==> src/rtl/decoded_instr_queue.sv <==
`default_nettype none
// +-----------------------------------------------------------------------------+
// | decoded_instr_queue: ID->issue entry buffer with CF cap, CSR serialisation,   |
// | and debug halt.   Revision: 1.0                                              |
// +-----------------------------------------------------------------------------+

package ariane_pkg;
  typedef enum logic [3:0] {
    NONE, LOAD, STORE, ALU, CTRL_FLOW, MULT, CSR, FPU
  } fu_t;

  typedef struct packed {
    logic [63:0] pc;
    logic [2:0]  trans_id;
    fu_t         fu;
    logic [6:0]  op;
    logic [4:0]  rs1;
    logic [4:0]  rs2;
    logic [4:0]  rd;
    logic [63:0] result;
    logic        is_compressed;
    logic        valid;
  } scoreboard_entry_t;
endpackage

module decoded_instr_queue #(
  parameter int unsigned DEPTH  = 4,
  parameter int unsigned MAX_CF = 1
) (
  input  logic                          clk_i,
  input  logic                          rst_ni,
  input  logic                          flush_i,
  input  logic                          debug_req_i,
  input  ariane_pkg::scoreboard_entry_t decoded_entry_i,
  input  logic                          decoded_valid_i,
  input  logic                          decoded_is_ctrl_flow_i,
  output logic                          decoded_ack_o,
  output ariane_pkg::scoreboard_entry_t issue_entry_o,
  output logic                          issue_entry_valid_o,
  output logic                          is_ctrl_flow_o,
  input  logic                          issue_instr_ack_i,
  output logic [$clog2(DEPTH):0]        fill_count_o
);

  localparam int unsigned PTR_W = $clog2(DEPTH);
  localparam int unsigned CNT_W = PTR_W + 1;
  localparam logic [CNT_W-1:0] C_DEPTH  = CNT_W'(DEPTH);
  localparam logic [CNT_W-1:0] C_MAX_CF = CNT_W'(MAX_CF);

  typedef enum logic [1:0] {
    ST_RUN    = 2'd0,
    ST_SERIAL = 2'd1,
    ST_HALT   = 2'd2
  } state_e;

  state_e                        state_q, state_d;
  ariane_pkg::scoreboard_entry_t mem_q [DEPTH];
  logic [DEPTH-1:0]              cf_mem_q;
  logic [PTR_W-1:0]              rd_ptr_q, rd_ptr_d, wr_ptr_q, wr_ptr_d;
  logic [CNT_W-1:0]              count_q, count_d, cf_count_q, cf_count_d;

  logic not_empty, in_is_csr, head_is_csr, head_is_cf, accept_ok, push, pop;

  assign not_empty   = (count_q != '0);
  assign in_is_csr   = (decoded_entry_i.fu == ariane_pkg::CSR);
  assign head_is_csr = (mem_q[rd_ptr_q].fu == ariane_pkg::CSR);
  assign head_is_cf  = cf_mem_q[rd_ptr_q];
  assign accept_ok   = (!decoded_is_ctrl_flow_i || (cf_count_q < C_MAX_CF)) &&
                       (!in_is_csr || !not_empty);

  // Accept never looks at the issue ack, so a full queue stalls even while popping.
  assign push = rst_ni && decoded_valid_i && !flush_i && (state_q == ST_RUN) &&
                (count_q < C_DEPTH) && accept_ok;

  assign issue_entry_valid_o = rst_ni && not_empty && !flush_i;
  assign pop                 = issue_entry_valid_o && issue_instr_ack_i;
  assign decoded_ack_o       = push;
  assign issue_entry_o       = (rst_ni && not_empty) ? mem_q[rd_ptr_q] : '0;
  assign is_ctrl_flow_o      = rst_ni && not_empty && head_is_cf;
  assign fill_count_o        = rst_ni ? count_q : '0;

  always_comb begin
    state_d    = state_q;
    rd_ptr_d   = rd_ptr_q + PTR_W'(pop);
    wr_ptr_d   = wr_ptr_q + PTR_W'(push);
    count_d    = count_q + CNT_W'(push) - CNT_W'(pop);
    cf_count_d = cf_count_q + CNT_W'(push && decoded_is_ctrl_flow_i)
                            - CNT_W'(pop && head_is_cf);
    if (flush_i) begin
      state_d    = ST_RUN;
      rd_ptr_d   = '0;
      wr_ptr_d   = '0;
      count_d    = '0;
      cf_count_d = '0;
    end else begin
      case (state_q)
        ST_RUN: begin
          if (debug_req_i)          state_d = ST_HALT;
          else if (push && in_is_csr) state_d = ST_SERIAL;
        end
        ST_SERIAL: begin
          if (debug_req_i)               state_d = ST_HALT;
          else if (pop && head_is_csr)   state_d = ST_RUN;
        end
        ST_HALT:  state_d = ST_HALT;
        default:  state_d = ST_RUN;
      endcase
    end
  end

  always_ff @(posedge clk_i) begin
    if (!rst_ni) begin
      state_q    <= ST_RUN;
      rd_ptr_q   <= '0;
      wr_ptr_q   <= '0;
      count_q    <= '0;
      cf_count_q <= '0;
      cf_mem_q   <= '0;
      mem_q      <= '{default: '0};
    end else begin
      state_q    <= state_d;
      rd_ptr_q   <= rd_ptr_d;
      wr_ptr_q   <= wr_ptr_d;
      count_q    <= count_d;
      cf_count_q <= cf_count_d;
      if (push) begin
        mem_q[wr_ptr_q]    <= decoded_entry_i;
        cf_mem_q[wr_ptr_q] <= decoded_is_ctrl_flow_i;
      end
    end
  end

endmodule
`default_nettype wire

==> config.mk <==
export PLATFORM = sky130hd
export DESIGN_NAME = decoded_instr_queue
export DESIGN_NICKNAME = d
export VERILOG_FILES = /design/src/rtl/decoded_instr_queue.sv
export SDC_FILE = /design/constraint.sdc
export NUM_CORES = 1
export LEC_CHECK = 0
export ABC_AREA = 1
export BUFFER_PORTS_ARGS = -buffer_cell sky130_fd_sc_hd__clkbuf_2
export CAP_MARGIN = 40
export CORE_MARGIN = 2
export CORE_UTILIZATION = 53
export CTS_CLUSTER_DIAMETER = 150
export CTS_CLUSTER_SIZE = 28
export DETAILED_ROUTE_END_ITERATION = 10
export PLACE_DENSITY = 0.76
export RECOVER_POWER = 50
export SYNTH_ARGS = -nofsm -noshare
export SYNTH_HDL_FRONTEND = slang
export SYNTH_SLANG_ARGS = --single-unit
==> constraint.sdc <==
create_clock -name clk_i -period 2.4 [get_ports clk_i]
set_input_delay 0.24 -clock clk_i [delete_from_list [all_inputs] [get_ports clk_i]]
set_output_delay 0.24 -clock clk_i [all_outputs]
set_load 0.03 [all_outputs]
==> flow_metrics.py, run 1 <==
metrics = {
    "hold_path": {
        "hold_path.class": "primary input to flop",
    },
    "sta": {
        "report.final.slew_viol_count": 0,
        "slew_headroom": 0.327,
        "tightest_slew_ns": 1.01,
        "fin_hold_ws_ns": 0.0849,
        "finalCritPeriodShare": 1.04,
        "final_hold_viol_count": 0,
        "min_period_ns": 2.50,
        "rsz0062_at_grt": "yes",
        "skew_ns": 0.0267,
        "setup_viol_count_final": 81,
        "fmax_mhz": 400,
        "worst_slack_ns": -0.0998,
    },
    "power": {
        "power.share.clock": 0.311,
        "combinationalPowerShare": 0.079,
        "power.density_nw_per_um2": 508,
        "p_int_w": 0.0135,
        "p_sw_w": 0.00447,
        "pwr-share-seq": 0.610,
        "p_sw_frac": 0.249,
        "power_w": 0.0180,
        "peakVddDrop_mv": 0.557,
        "leakage_nw": 11.7,
    },
    "drt": {
        "wire_per_inst_um": 20.2,
        "dr.pass1.iters": 7,
        "drc": 0,
        "ant_nets": 0,
        "vias": 31300,
        "wirelength_mm": 104,
        "first_iter_violations": 4224,
        "routed_via_density": 6.07,
    },
    "global_routing": {
        "grt_pass1_wl_mm": 154,
        "grt_max_degree": 206,
        "track_usage": 0.332,
        "antenna_found_initial": 9,
        "gr-total-overflow": 0,
        "grt_pass1_vias": 28800,
    },
    "clocking": {
        "cts.sinks": 652,
        "path_clk_slew_ns": 0.11,
        "cts_root_buf": "clkbuf_16",
        "cts.path.max_buffers": 3,
        "numCtsBuffers": 27,
        "cts_tree": "built",
        "clk_latency_ns": 0.63,
        "ctsHtreeMaxLevel": 1,
    },
    "cells_and_area": {
        "nNetsFinal": 4623,
        "drive_above_1_share": 0.133,
        "area_delta_synth_final_pct": 22.1,
        "final_util": 0.656,
        "stdcell_area_um2": 35300,
        "final_cell_count_no_fill": 5152,
        "final_cell_mix": "a21oi_1 (755), nand2_1 (675), nand3_1 (650), dfxtp_1 (650), nor2_1 (600)",
        "final_common_cell": "a21oi_1",
    },
    "setup_path": {
        "rr_worst_depth": 11,
        "worstSetupPathType": "flop to primary output",
        "regToRegSetupSlack_ns": 0.06,
        "crit_end": "issue_entry_o[91]",
        "regToRegEndpoint": "cf_count_q[2]",
        "arrival_ns": 2.26,
        "r2r-start": "rd_ptr_q[0]",
        "crit_path_start": "rd_ptr_q[0]",
        "startpoint_type": "flop",
        "end_kind": "primary output",
        "cp_max_fo": 16,
        "cp_data_required_time_ns": 2.16,
    },
    "floorplan": {
        "io_pins": 331,
        "die_y_um": 238,
        "initial_utilization": 0.537,
        "fp-row-count": 85,
        "core_um2": 53900,
        "die_w_um": 238,
        "dieArea_um2": 56500,
    },
    "placed_design": {
        "gp_congestion": 0.808,
        "post-dp-hpwl_mm": 48.1,
        "dpl.cell_count": 4904,
        "io_buffer_count": 330,
        "dpl_cell_area_um2": 31000,
    },
    "logic_synthesis": {
        "async_flop_share": 0,
        "avgSynthCellArea_um2": 6.89,
        "yosysSeqAreaShare": 0.451,
        "synth_seq_cells": 652,
        "synth.cell_area_um2": 29000,
        "ys_warn_count": 0,
        "synth-edff-count": 0,
        "synth_nets": 4378,
        "synthesis.instances": 4202,
        "synth-main-ff-cell": "dfxtp_1",
        "synth.distinct_cells": 25,
    },
    "job": {
        "maxCapViolCount": 0,
    },
    "run_status": {
        "outcome": "complete, but fails checks",
        "violations": "setup timing",
    },
}
[metrics by stage]
| stage | TNS, ns | setup slack [ns] |
|---|---|---|
| 2_1_floorplan | 0 | 0.0812 |
| 3_3_place_gp | -0.0296 | -0.0296 |
| 3_5_place_dp | -0.0227 | -0.0227 |
| 4_1_cts | -4.49 | -0.102 |
| 5_1_grt | -11.41 | -0.170 |
| 6_report | -2.25 | -0.0998 |
[worst min path at each step]
stage / start / end / slack (ns) / depth (start not counted)
6_report: flush_i / state_q[1] / 0.08 / 5
5_1_grt: flush_i / count_q[2] / 0.09 / 5
4_1_cts: flush_i / count_q[2] / 0.04 / 5
3_5_place_dp: mem_q[372] / mem_q[372] / 0.45 / 2
3_3_place_gp: mem_q[103] / mem_q[103] / 0.44 / 2
2_1_floorplan: debug_req_i / state_q[0] / 0.40 / 3
[repair_timing]
action,CTS,global route
pin swaps,26,52
endpoints found under the setup margin,159,162
setup buffers,5,6
endpoints found under the hold margin,642,0
gates cloned,14,24
hold buffers,161,0
resized for setup,228,324
[critical path, cell delays in order, from the launching register on]
cell and delay [ns]:
dfxtp_4 0.40, buf_6 0.19, inv_16 0.14, buf_16 0.17
nand2_1 0.06, nand3_1 0.07, and2_4 0.22, inv_1 0.05
nor2_1 0.12, buf_4 0.19
[cells by family after synthesis]
family,count (synthesis),share of synthesized area
AOI/OAI and AO/OA,1114,0.193
xor gates and xnor gates,4,0.00121
adders and majority gates,10,0.00484
buffers and inverters,437,0.0641
DFF,652,0.451
and+or+nand+nor,1985,0.286
[layout make-up]
cell class	count	area [µm²]
timing repair buffer	617	6060
timing repair inverter	1	11.3
clock inverter	2	28.8
fill	4673	18600
antenna	8	20.0
sequential	652	13100
tap	696	871
multi-input combinational	3113	14400
inverter	35	165
clock buffer	28	679
[sequential cells by signal (all words and copies together), names as in the netlist]
signal      cells
state_q         2
rd_ptr_q        2
cf_mem_q        4
count_q         3
wr_ptr_q        2
mem_q         636
cf_count_q      3
[synth_stat cells (2+ instances only)]
| library cell | n | area share |
|---|---|---|
| buf_4 | 25 | 0.0065 |
| a21oi_1 | 799 | 0.14 |
| clkbuf_1 | 259 | 0.034 |
| nor2_1 | 645 | 0.084 |
| o21ai_0 | 314 | 0.054 |
| inv_1 | 29 | 0.0038 |
| dfxtp_1 | 652 | 0.45 |
| nor2_2 | 2 | 0.00043 |
| buf_1 | 22 | 0.0029 |
| xor2_1 | 2 | 0.00061 |
| fa_1 | 2 | 0.0014 |
| buf_2 | 94 | 0.016 |
| ha_1 | 8 | 0.0035 |
| nand4_1 | 4 | 0.00086 |
| nand2_1 | 679 | 0.088 |
| xnor2_1 | 2 | 0.00061 |
| nand3_1 | 652 | 0.11 |
| inv_2 | 5 | 0.00065 |
[power by group through the flow]
stage                     Combinational, W  Sequential, W  Clock, W
final                              0.00141         0.0110   0.00559
after global routing               0.00151         0.0110   0.00596
after detailed placement           0.00110         0.0112         0
after global placement             0.00110         0.0112         0
after floorplan                   0.000622         0.0112         0
after CTS                          0.00135         0.0110   0.00560
[per-layer routing]
metal	vias to the layer above	GRT usage	share of wire
met1	14700	0.445	0.40
met4	8	0.112	0.034
met3	287	0.0504	0.096
li1	14600	-	-
met2	1739	0.547	0.47
met5	-	0	0.00043
(Power assumes the default switching activity.)
==> inputs of run 2 (changes only) <==
--- a/config.mk
+++ b/config.mk
@@ -5,15 +5,14 @@
 export SDC_FILE = /design/constraint.sdc
 export NUM_CORES = 1
 export LEC_CHECK = 0
-export ABC_AREA = 1
 export BUFFER_PORTS_ARGS = -buffer_cell sky130_fd_sc_hd__clkbuf_2
 export CAP_MARGIN = 40
 export CORE_MARGIN = 2
-export CORE_UTILIZATION = 53
+export CORE_UTILIZATION = 54
 export CTS_CLUSTER_DIAMETER = 150
 export CTS_CLUSTER_SIZE = 28
 export DETAILED_ROUTE_END_ITERATION = 10
-export PLACE_DENSITY = 0.76
+export PLACE_DENSITY = 0.77
 export RECOVER_POWER = 50
 export SYNTH_ARGS = -nofsm -noshare
 export SYNTH_HDL_FRONTEND = slang
==> run 2 against run 1 <==
  * The run still ends with setup timing left
  * Maximum frequency fell by 3.8%
  * Combinational power rose by 28%
  * Largest power group unchanged
  * Register-to-register slack got worse by 0.16 ns
  * Setup slack got worse by 0.099 ns
  * Final area rose by 13%
  * Clock power rose by 0.9%
  * Critical path type unchanged
  * Routed wire length rose by 2.8%
  * Via count fell by 4.5%
  * Clock-buffer cell count rose by 1
==> flow_metrics.py, run 2 <==
metrics = {
    "run_status": {
        "outcome": "complete, but fails checks",
        "violations": "setup timing",
    },
    "global_routing": {
        "track_usage": 0.329,
        "met3_usage": 0.0537,
        "top_usage_layer": "met2",
        "use_met1": 0.448,
        "grt_pass1_vias": 28600,
        "antenna_found_initial": 6,
        "grt_max_degree": 197,
        "grt_pass1_wl_mm": 160,
        "globalRouteMet2Util": 0.535,
        "gr-total-overflow": 0,
    },
    "logic_synthesis": {
        "synth.most_common_cell": "dfxtp_1",
        "synth.cell_area_um2": 31100,
        "synthesis.instances": 3389,
        "synth.distinct_cells": 36,
        "yosysSeqAreaShare": 0.419,
        "synth.top_cells.by_area": "dfxtp_1 (42%), mux4_2 (12%), nand3_1 (10%)",
        "synth-main-ff-cell": "dfxtp_1",
        "avgSynthCellArea_um2": 9.19,
        "ys_warn_count": 0,
        "synth_nets": 3565,
        "synth_top_cell_area_share": 0.419,
        "synth_commonest_cells": "dfxtp_1 (652), nand3_1 (642), o21ai_0 (640)",
        "async_flop_share": 0,
        "yosys.area.top_type": "dfxtp_1",
        "synth_seq_cells": 652,
        "synth-edff-count": 0,
    },
    "power": {
        "p_sw_frac": 0.253,
        "combinationalPowerShare": 0.098,
        "leakage_nw": 13.4,
        "p_sw_w": 0.00465,
        "pwr-share-seq": 0.596,
        "peakVddDrop_mv": 0.606,
        "p_int_w": 0.0137,
        "power.share.clock": 0.307,
        "power.density_nw_per_um2": 462,
        "power_w": 0.0184,
    },
    "cells_and_area": {
        "final_cell_mix": "dfxtp_1 (648), nand3_1 (641), o21ai_0 (640)",
        "final_common_cell": "dfxtp_1",
        "fill_cells": 3964,
        "multi_input_comb_area_um2": 17200,
        "regArea_um2": 13100,
        "stdcell_area_um2": 39800,
        "drive_above_1_share": 0.238,
        "largest_reg_flops": 636,
        "reg_top3": "mem_q (636), cf_mem_q (4)",
        "regMostFlops": "mem_q",
        "nNetsFinal": 3869,
        "final_cell_count_no_fill": 4463,
        "area_delta_synth_final_pct": 27.7,
    },
    "sta": {
        "tightest_slew_ns": 0.842,
        "slew_headroom": 0.439,
        "finalCritPeriodShare": 1.08,
        "skew_ns": 0.0439,
        "fin_hold_ws_ns": 0.111,
        "report.final.slew_viol_count": 0,
        "fmax_mhz": 385,
        "min_period_ns": 2.60,
        "rsz0062_at_grt": "yes",
        "worst_slack_ns": -0.199,
        "final_hold_viol_count": 0,
        "setup_viol_count_final": 165,
    },
    "setup_path": {
        "regToRegEndpoint": "mem_q[452]",
        "max_stage_delay_ns": 0.53,
        "startpoint_type": "flop",
        "arrival_ns": 2.36,
        "crit_path_frequent_cell": "buf_12",
        "rr_worst_depth": 9,
        "slowest_stage": "mux4_2",
        "worstSetupPathType": "flop to primary output",
        "cp_max_fo": 5,
        "cp_data_required_time_ns": 2.16,
        "regToRegSetupSlack_ns": -0.10,
        "path_cells": "buf_12 > buf_12 > buf_16 > mux4_2 > and3_4 > buf_8",
        "end_kind": "primary output",
        "r2r-start": "cf_count_q[1]",
    },
    "floorplan": {
        "dieArea_um2": 59600,
        "io_pins": 331,
        "fp-row-count": 88,
        "core_um2": 57400,
        "die_y_um": 244,
        "die_w_um": 244,
        "initial_utilization": 0.543,
    },
    "placed_design": {
        "post-dp-hpwl_mm": 53.6,
        "dpl_cell_area_um2": 34200,
        "gp_congestion": 0.803,
        "io_buffer_count": 330,
        "dpl.cell_count": 4198,
    },
    "job": {
        "maxCapViolCount": 0,
    },
    "drt": {
        "wire_per_inst_um": 24.0,
        "dr.pass1.iters": 6,
        "drc": 0,
        "vias": 29900,
        "ant_nets": 0,
        "wirelength_mm": 107,
        "first_iter_violations": 3938,
        "routed_via_density": 6.69,
    },
    "hold_path": {
        "hold_start": "flush_i",
        "hold_end": "count_q[1]",
        "whs_path_depth": 4,
        "hold_path.class": "primary input to flop",
    },
    "clocking": {
        "ctsHtreeMaxLevel": 1,
        "path_clk_slew_ns": 0.12,
        "cts_root_buf": "clkbuf_16",
        "clk_latency_ns": 0.63,
        "numCtsBuffers": 27,
        "cts.path.max_buffers": 3,
        "cts_tree": "built",
        "cts.sinks": 652,
    },
}
==> run 2: power groups by stage <==
stage	clock (W)	sequential, W	combinational (W)
floorplan	0	0.0112	0.000808
global placement	0	0.0112	0.00143
detailed placement	0	0.0112	0.00144
CTS	0.00564	0.0110	0.00170
global route	0.00601	0.0110	0.00189
finish	0.00564	0.0110	0.00180
==> run 2: how the worst max path moves through the flow <==
stage	cells after the start	to	from
2_1_floorplan	11	cf_count_q[1]	count_q[2]
3_3_place_gp	10	count_q[2]	count_q[2]
3_5_place_dp	11	cf_count_q[1]	cf_count_q[1]
4_1_cts	5	issue_entry_o[8]	rd_ptr_q[0]
5_1_grt	6	issue_entry_o[6]	rd_ptr_q[0]
6_report	6	issue_entry_o[58]	rd_ptr_q[0]
==> run 2: cell families after synthesis <==
group                    synth area share
multiplexers                        0.116
XOR/XNOR                          0.00141
flip-flops                          0.419
buffers and inverters              0.0570
AO/OA/AOI/OAI                       0.261
adder cells (fa/ha/maj)           0.00450
AND/OR/NAND/NOR                     0.141
==> run 2: routing by layer <==
layer  vias up  wire length (µm)
met1     14500             41500
met4         4              4230
met5         -                23
li1      13100                 -
met2      1955             50400
met3       351             10800
==> run 2: layout make-up <==
cell class	count	share of cell area
diodes	4	0.000252
flip-flops and latches	652	0.328
multi-input cells	2303	0.431
inverters	11	0.00110
well taps	765	0.0241
clock buffers	29	0.0172
repair buffers	698	0.197
clock inverters	1	0.000503
==> run 2: per-stage QoR <==
| stage | TNS (ns) | util | setup slack [ns] |
|---|---|---|---|
| CTS | -19.45 | 0.672 | -0.169 |
| global placement | 0 | 0.596 | 0.0904 |
| floorplan | -0.404 | - | -0.221 |
| detailed placement | 0 | 0.596 | 0.0781 |
| finish | -18.86 | 0.693 | -0.199 |
| global route | -25.15 | 0.693 | -0.228 |
==> run 2: critical path: cells and delay by family (launching register included) <==
kind          cells  cell delay, ns
buf+inv           4            0.55
flops             1            0.40
mux               1            0.53
simple gates      1            0.22
==> run 2: repair_timing <==
item / CTS / global route
pin swaps: 0 / 6
endpoints found under the hold margin: 642 / 0
setup buffers: 29 / 10
hold buffers: 161 / 0
setup endpoints to repair: 159 / 166
resized for setup: 302 / 343
cloned: 20 / 12
